### config.mk
export PLATFORM = sky130hd
export DESIGN_NAME = dvbc_rs_encoder_flat
export DESIGN_NICKNAME = d
export VERILOG_FILES = /design/src/rtl/dvbc_rs_encoder_if.sv /design/src/rtl/dvbc_rs_encoder.sv /design/src/flat_wrapper.sv
export SDC_FILE = /design/constraint.sdc
export NUM_CORES = 1
export LEC_CHECK = 0
export CAP_MARGIN = 20
export CORE_MARGIN = 2
export CORE_UTILIZATION = 53
export CTS_BUF_LIST = sky130_fd_sc_hd__clkbuf_16
export CTS_CLUSTER_DIAMETER = 60
export DETAILED_ROUTE_END_ITERATION = 10
export HOLD_SLACK_MARGIN = 0.12
export PLACE_DENSITY = 0.72
export SYNTH_ARGS = -nofsm -noshare
export SYNTH_HDL_FRONTEND = slang
export SYNTH_SLANG_ARGS = --single-unit
### constraint.sdc
create_clock -name clk -period 5.65 [get_ports clk]
set_input_delay 1.13 -clock clk [delete_from_list [all_inputs] [get_ports clk]]
set_output_delay 1.13 -clock clk [all_outputs]
set_load 0.02 [all_outputs]
### src/rtl/dvbc_rs_encoder_if.sv
// Byte-stream bus of the DVB-C RS encoder: randomizer side (in_*), interleaver side (out_*), error pulse.
// The optional bypass strobe exists only when DVBC_RS_BYPASS_EN is defined.
interface dvbc_rs_encoder_if;
  logic [7:0] in_data;
  logic       in_sop;
  logic       in_valid;
  logic       in_ready;
  logic [7:0] out_data;
  logic       out_sop;
  logic       out_eop;
  logic       out_valid;
  logic       out_ready;
  logic       err;
`ifdef DVBC_RS_BYPASS_EN
  logic       bypass;

  modport slave (
    input  in_data, in_sop, in_valid, bypass, out_ready,
    output in_ready, out_data, out_sop, out_eop, out_valid, err
  );
  modport master (
    output in_data, in_sop, in_valid, bypass, out_ready,
    input  in_ready, out_data, out_sop, out_eop, out_valid, err
  );
`else
  modport slave (
    input  in_data, in_sop, in_valid, out_ready,
    output in_ready, out_data, out_sop, out_eop, out_valid, err
  );
  modport master (
    output in_data, in_sop, in_valid, out_ready,
    input  in_ready, out_data, out_sop, out_eop, out_valid, err
  );
`endif
endinterface

### src/rtl/dvbc_rs_encoder.sv
// Systematic RS(K+16,K) encoder over GF(256), polynomial 0x11D, generator roots a^0..a^15.
// Forwards K data bytes then 16 parity bytes through a single output register.
// Build option DVBC_RS_BYPASS_EN: per-packet pass-through selected by bus.bypass at sop.
module dvbc_rs_encoder #(
  parameter int K = 188
) (
  input  logic             clk,
  input  logic             rst_n,
  dvbc_rs_encoder_if.slave bus
);

  localparam int NPAR = 16;
  localparam logic [7:0] LAST_DATA = 8'(K - 1);
  localparam logic [7:0] LAST_PAR  = 8'(NPAR - 1);
  // Generator coefficients, g15 in the top slot down to g0
  localparam logic [NPAR-1:0][7:0] GEN = {
    8'd59, 8'd13, 8'd104, 8'd189, 8'd68, 8'd209, 8'd30, 8'd8,
    8'd163, 8'd65, 8'd41, 8'd229, 8'd98, 8'd50, 8'd36, 8'd59
  };

  typedef enum logic [1:0] {S_IDLE, S_DATA, S_PARITY} state_t;

  // Multiply by x modulo 0x11D
  function automatic logic [7:0] gf_xtime(input logic [7:0] a);
    return {a[6:0], 1'b0} ^ (a[7] ? 8'h1D : 8'h00);
  endfunction

  // Shift-and-add product; with a constant first operand this folds to an XOR network
  function automatic logic [7:0] gf_mul(input logic [7:0] c, input logic [7:0] b);
    logic [7:0] acc;
    logic [7:0] sh;
    acc = 8'h00;
    sh  = c;
    for (int i = 0; i < 8; i++) begin
      if (b[i]) acc = acc ^ sh;
      sh = gf_xtime(sh);
    end
    return acc;
  endfunction

  state_t                  state_q, state_d;
  logic [7:0]              cnt_q, cnt_d;
  logic [NPAR-1:0][7:0]    p_q, p_d;
  logic [7:0]              out_data_q, out_data_d;
  logic                    out_sop_q, out_sop_d;
  logic                    out_eop_q, out_eop_d;
  logic                    out_valid_q, out_valid_d;
  logic                    err_q, err_d;
  logic                    drop_q, drop_d;
  logic                    run_q, run_d;
  logic                    bypass_q, bypass_d;

  logic                    byp_in;
  logic                    adv;
  logic                    in_ready;
  logic                    accept;
  logic [NPAR-1:0][7:0]    p_base;
  logic [NPAR-1:0][7:0]    p_enc;
  logic [7:0]              fb;
  logic [7:0]              pos;
  logic                    byp;

`ifdef DVBC_RS_BYPASS_EN
  assign byp_in = bus.bypass;
`else
  assign byp_in = 1'b0;
`endif

  // Handshake: the output register advances when empty or being taken; no input during parity
  always_comb begin
    adv      = ~out_valid_q | bus.out_ready;
    in_ready = run_q & (state_q != S_PARITY) & adv;
    accept   = bus.in_valid & in_ready;
  end

  // One LFSR division step; a byte carrying sop always starts from a cleared register
  always_comb begin
    p_base   = bus.in_sop ? '0 : p_q;
    fb       = bus.in_data ^ p_base[NPAR-1];
    p_enc    = '0;
    p_enc[0] = gf_mul(GEN[0], fb);
    for (int i = 1; i < NPAR; i++) begin
      p_enc[i] = p_base[i-1] ^ gf_mul(GEN[i], fb);
    end
  end

  // Next-state: data forwarding, drop/abort handling and parity shift-out
  always_comb begin
    state_d     = state_q;
    cnt_d       = cnt_q;
    p_d         = p_q;
    out_data_d  = out_data_q;
    out_sop_d   = out_sop_q;
    out_eop_d   = out_eop_q;
    out_valid_d = out_valid_q;
    err_d       = 1'b0;
    drop_d      = drop_q;
    run_d       = 1'b1;
    bypass_d    = bypass_q;
    pos         = bus.in_sop ? 8'd0 : cnt_q;
    byp         = bus.in_sop ? byp_in : bypass_q;

    if (adv) begin
      out_valid_d = 1'b0;
      out_sop_d   = 1'b0;
      out_eop_d   = 1'b0;
    end

    if (accept) begin
      if (!bus.in_sop && state_q == S_IDLE) begin
        // Stray byte outside a packet: swallow it, flag only the start of the run
        err_d  = ~drop_q;
        drop_d = 1'b1;
      end else begin
        err_d       = bus.in_sop & (state_q == S_DATA);
        drop_d      = 1'b0;
        bypass_d    = byp;
        out_valid_d = 1'b1;
        out_data_d  = bus.in_data;
        out_sop_d   = bus.in_sop;
        out_eop_d   = byp & (pos == LAST_DATA);
        if (!byp) p_d = p_enc;
        if (pos == LAST_DATA) begin
          state_d = byp ? S_IDLE : S_PARITY;
          cnt_d   = 8'd0;
        end else begin
          state_d = S_DATA;
          cnt_d   = pos + 8'd1;
        end
      end
    end else if (state_q == S_PARITY && adv) begin
      out_valid_d = 1'b1;
      out_data_d  = p_q[NPAR-1];
      out_sop_d   = 1'b0;
      out_eop_d   = (cnt_q == LAST_PAR);
      p_d         = {p_q[NPAR-2:0], 8'h00};
      if (cnt_q == LAST_PAR) begin
        state_d = S_IDLE;
        cnt_d   = 8'd0;
      end else begin
        cnt_d   = cnt_q + 8'd1;
      end
    end
  end

  // State and output registers; reset discards any codeword in flight
  always_ff @(posedge clk or negedge rst_n) begin
    if (!rst_n) begin
      state_q     <= S_IDLE;
      cnt_q       <= 8'd0;
      p_q         <= '0;
      out_data_q  <= 8'h00;
      out_sop_q   <= 1'b0;
      out_eop_q   <= 1'b0;
      out_valid_q <= 1'b0;
      err_q       <= 1'b0;
      drop_q      <= 1'b0;
      run_q       <= 1'b0;
      bypass_q    <= 1'b0;
    end else begin
      state_q     <= state_d;
      cnt_q       <= cnt_d;
      p_q         <= p_d;
      out_data_q  <= out_data_d;
      out_sop_q   <= out_sop_d;
      out_eop_q   <= out_eop_d;
      out_valid_q <= out_valid_d;
      err_q       <= err_d;
      drop_q      <= drop_d;
      run_q       <= run_d;
      bypass_q    <= bypass_d;
    end
  end

  assign bus.in_ready  = in_ready;
  assign bus.out_data  = out_data_q;
  assign bus.out_sop   = out_sop_q;
  assign bus.out_eop   = out_eop_q;
  assign bus.out_valid = out_valid_q;
  assign bus.err       = err_q;

endmodule

### src/flat_wrapper.sv
// flat-port wrapper written by rule: the top's interface ports become plain ports
module dvbc_rs_encoder_flat 
#(
  parameter int K = 188
)
  (clk, rst_n, bus_in_data, bus_in_sop, bus_in_valid, bus_out_ready, bus_in_ready, bus_out_data, bus_out_sop, bus_out_eop, bus_out_valid, bus_err);
  dvbc_rs_encoder_if bus_i ();
  input  logic clk;
  input  logic rst_n;
  input wire logic [$bits(bus_i.in_data)-1:0] bus_in_data;
  input wire logic [$bits(bus_i.in_sop)-1:0] bus_in_sop;
  input wire logic [$bits(bus_i.in_valid)-1:0] bus_in_valid;
  input wire logic [$bits(bus_i.out_ready)-1:0] bus_out_ready;
  output wire logic [$bits(bus_i.in_ready)-1:0] bus_in_ready;
  output wire logic [$bits(bus_i.out_data)-1:0] bus_out_data;
  output wire logic [$bits(bus_i.out_sop)-1:0] bus_out_sop;
  output wire logic [$bits(bus_i.out_eop)-1:0] bus_out_eop;
  output wire logic [$bits(bus_i.out_valid)-1:0] bus_out_valid;
  output wire logic [$bits(bus_i.err)-1:0] bus_err;
  assign bus_i.in_data = bus_in_data;
  assign bus_i.in_sop = bus_in_sop;
  assign bus_i.in_valid = bus_in_valid;
  assign bus_i.out_ready = bus_out_ready;
  assign bus_in_ready = bus_i.in_ready;
  assign bus_out_data = bus_i.out_data;
  assign bus_out_sop = bus_i.out_sop;
  assign bus_out_eop = bus_i.out_eop;
  assign bus_out_valid = bus_i.out_valid;
  assign bus_err = bus_i.err;
  dvbc_rs_encoder #(.K(K)) u_core (.clk(clk), .rst_n(rst_n), .bus(bus_i));
endmodule
==> key figures <==
Outcome
  • Status: finished clean

Critical path
  • Crit path top cell by count: clkdlybuf4s50_1
  • R2r setup slk: approximately 2.3 ns
  • CP Cell Sequence: clkdlybuf4s50_1 -> nand2b_1 -> and3_1 -> clkdlybuf4s50_1
  • R2R cell count: 7
  • Slowest stage cell, crit path: clkdlybuf4s50_1
  • CP required: about 4.5 ns
  • Crit-path max FO: 9
  • Crit path largest cell delay: 0.59 ns
  • Arr. time, crit path: 2.77 ns
  • Critical setup path kind: in2out
  • Startpoint types: input port
  • Worst Setup End Kind: output pin
  • Reg2Reg Launch Point: u_core.state_q[0]
  • Reg-to-reg endpoint: u_core.p_q[45]

Global routing
  • Met1 global-route usage: approximately two fifths
  • Global route overflow: 0
  • Total Routing Usage GR: between 20 and 30%
  • Initial antenna violation count: 0
  • Vias in the first global route: 8813
  • GRT busiest layer: met2
  • First-pass GRT wire length: 50600 um
  • Largest net degree at the start of global routing: ~160
  • Met3 Use GR: slightly below 6%
  • Met2 Track Usage GR: between 40 and 50%

CTS
  • TritonCTS clock tree: built
  • CTS buffer count: 17
  • Root Buffer Master: clkbuf_16
  • Clock slew at reported path FFs: roughly 0.07 ns
  • Clk buf depth: 2
  • H-tree levels: 4
  • CTS-repair resized insts: 0
  • Clk_lat worst skew: 0.44 ns
  • Setup Fix Bufs, Post-CTS: 0
  • Clock Sink Count: approximately 150
  • Hold_buf cts: 0

Drt
  • DRT iter0 DRCs: between 1000 and 1500
  • Total Wirelength: 32000 um
  • DRT Pass-1 Iters: 6
  • Final ANT Viol Nets: 0
  • DRC errors left: 0
  • Via count: 9416
  • WL/cell: ~22 um
  • Post-DR vias/cell: between 6 and 7

Floorplanning
  • Die ar.: between 0.02 and 0.025 mm2
  • Core ar.: ~0.020 mm2
  • Initial core utilization: ~54%
  • Ports: 26
  • Die Y: 149 um
  • Chip width: between 100 and 150 um
  • Rows: 52

Timing
  • Slew margin rel.: between 30% and 40%
  • Pins Over Slew Limit: 0
  • Final hold viol count: 0
  • Worst Tran Pin Value: approximately 1.0 ns
  • Period utilization: 69.0%
  • Worst clock skew: just over 0.007 ns
  • Maximum clock rate: 0.257 GHz
  • Final setup viols: 0
  • Crit path time final: 3.90 ns
  • Final setup TNS: 0 ns
  • RSZ-0062 raised after global routing: no

Worst hold path
  • Hold Startpoint: u_core.drop_q
  • Worst Hold Depth: 2
  • Hold Path Class: reg2reg
  • Hold endpoint: u_core.drop_q

Power and ir drop
  • Clk pwr share: 17.3%
  • Comb power frac: about half
  • Sw power: roughly 0.0030 W
  • Pwr Density: between 500 and 600 mW/mm2
  • Pint: ~0.0038 W
  • LEAKAGE: between 5 and 6 nW
  • Reg power frac: 30.8%
  • Maximum vdd drop: approximately 230 uV
  • Switch share: approximately 44%

Finish
  • Area delta synth->final: 7.49%
  • Final Instance Area: between 0.01 and 0.015 mm2
  • Layout cell share with drive strength beyond 1: 7.50%
  • Inserted Diodes: 0
  • Layout fillers: around 1800
  • Final #Nets: about 1200

Synth
  • Cells after Synth: ~1200
  • Synth Cell Area: 0.0111 mm2
  • Register area share after synthesis: between 30% and 40%
  • Synth unique cells: 71
  • Number of enable flip-flop cells after synthesis: 0
  • Post-synth top cells: nand2_1, dfrtp_1, nor2_1
  • Post-synthesis area per instance: 8.90 um2
  • Top-count cell post-synth: nand2_1
  • Synth Register Bits: between 150 and 200
  • FFs w/ async S/R, synth: 100%
  • Yosys top cell by area: dfrtp_1
  • Ys flop type: dfrtp_1
  • Synth top area share: between 30 and 40%
  • Ys Warns: 0
  • Synth area leaders: dfrtp_1, xnor2_1, xnor3_1
  • Synthesized Nets: 1260

Job
  • Max-Cap Viols: 0

Place
  • DPL Wire Length: between 20000 and 25000 um
  • GPL Wtd Cong: between 0.9 and 1
  • Port bufs: 25
  • DP Area: approximately 0.011 mm2
==> power groups by stage <==
stage / combinational, W / sequential [W] / clock [W]
after floorplan: 0.00277 / 0.00184 / 0
after global placement: 0.00336 / 0.00206 / 0
after detailed placement: 0.00343 / 0.00207 / 0
after CTS: 0.00347 / 0.00206 / 0.00118
after global routing: 0.00383 / 0.00214 / 0.00122
final: 0.00352 / 0.00209 / 0.00117
==> area by class of cell <==
type | count | area (um2) | share of cell area, %
inverters | 4 | 15.0 | 0.126
clock buffers | 17 | 425 | 3.57
well taps | 270 | 338 | 2.84
repair buffers | 37 | 369 | 3.10
multi-input cells | 989 | 6770 | 56.9
flip-flops and latches | 153 | 3830 | 32.2
clock inverters | 13 | 155 | 1.30
==> per-layer routing <==
| layer | part of all wire, % | wire [um] | vias up |
|---|---|---|---|
| li1 | - | - | 4340 |
| met1 | 43 | 13600 | 4582 |
| met2 | 44 | 14200 | 411 |
| met3 | 8.9 | 2840 | 83 |
| met4 | 4.3 | 1390 | 0 |
| met5 | 0 | 0 | - |
==> cells in the final DEF (no fill, tap or decap), types with 8 or more instances in the layout <==
cell / netlist / layout
nand2_1: 190 / 188
dfrtp_1: 153 / 153
nor2_1: 119 / 119
a21oi_1: 105 / 105
xnor2_1: 93 / 93
and3_1: 70 / 70
o41ai_1: 59 / 59
o21ai_0: 59 / 59
xnor3_1: 33 / 33
xor2_1: 30 / 30
o31ai_1: 29 / 29
clkdlybuf4s50_1: 0 / 23
nand3_1: 18 / 18
clkbuf_16: 0 / 17
nand2b_1: 12 / 12
a31oi_1: 11 / 11
nor2b_1: 10 / 10
a22o_1: 10 / 10
buf_4: 11 / 10
and2_1: 9 / 9
nor3_1: 10 / 9
xnor2_2: 8 / 8
o41ai_2: 8 / 8
==> how the worst max path moves through the flow <==
stage	start	endpoint	slack [ns]	cells past startpoint
final	bus_out_ready	bus_in_ready	1.75	4
after global placement	bus_in_valid	u_core.p_q[45]	1.41	8
after detailed placement	bus_in_valid	u_core.p_q[68]	1.38	8
after CTS	bus_out_ready	bus_in_ready	1.74	4
after floorplan	bus_in_sop	u_core.cnt_q[7]	2.16	13
after global routing	bus_out_ready	u_core.p_q[68]	1.60	8
==> state kept, by name, indices dropped and copies added, names as in the netlist, named ones only <==
| name | flops |
|---|---|
| u_core.bus.err | 1 |
| u_core.bus.out_data | 8 |
| u_core.bus.out_eop | 1 |
| u_core.bus.out_sop | 1 |
| u_core.bypass_q | 1 |
| u_core.cnt_q | 8 |
| u_core.drop_q | 1 |
| u_core.p_q | 128 |
| u_core.run_q | 1 |
| u_core.state_q | 2 |
==> per-stage QoR <==
step | hold WS [ns] | instances | setup WS, ns | util, % | power (W)
after global placement | 0.458 | 1452 | 1.41 | 55.5 | 0.00542
after CTS | 0.477 | 1482 | 1.74 | 58.3 | 0.00671
after detailed placement | 0.461 | 1452 | 1.38 | 55.5 | 0.00551
after floorplan | 0.443 | 1245 | 2.16 | - | 0.00461
final | 0.474 | 1483 | 1.75 | 58.5 | 0.00678
after global routing | 0.508 | 1483 | 1.60 | 58.5 | 0.00719
==> worst max-delay path: cells and delay by family <==
| kind | cells | cell delay (ns) |
|---|---|---|
| buffers and inverters | 2 | 1.05 |
| AND/OR/NAND/NOR | 2 | 0.57 |
==> kinds of logic after synthesis <==
| kind of cell | synth area share (%) |
|---|---|
| AO/OA/AOI/OAI | 20.5 |
| XOR/XNOR | 19.8 |
| adder cells (fa/ha/maj) | 0.226 |
| buffers and inverters | 4.53 |
| flip-flops | 34.6 |
| multiplexers | 0.667 |
| other | 0.0339 |
| AND/OR/NAND/NOR | 19.7 |
(Power assumes the default switching activity.)
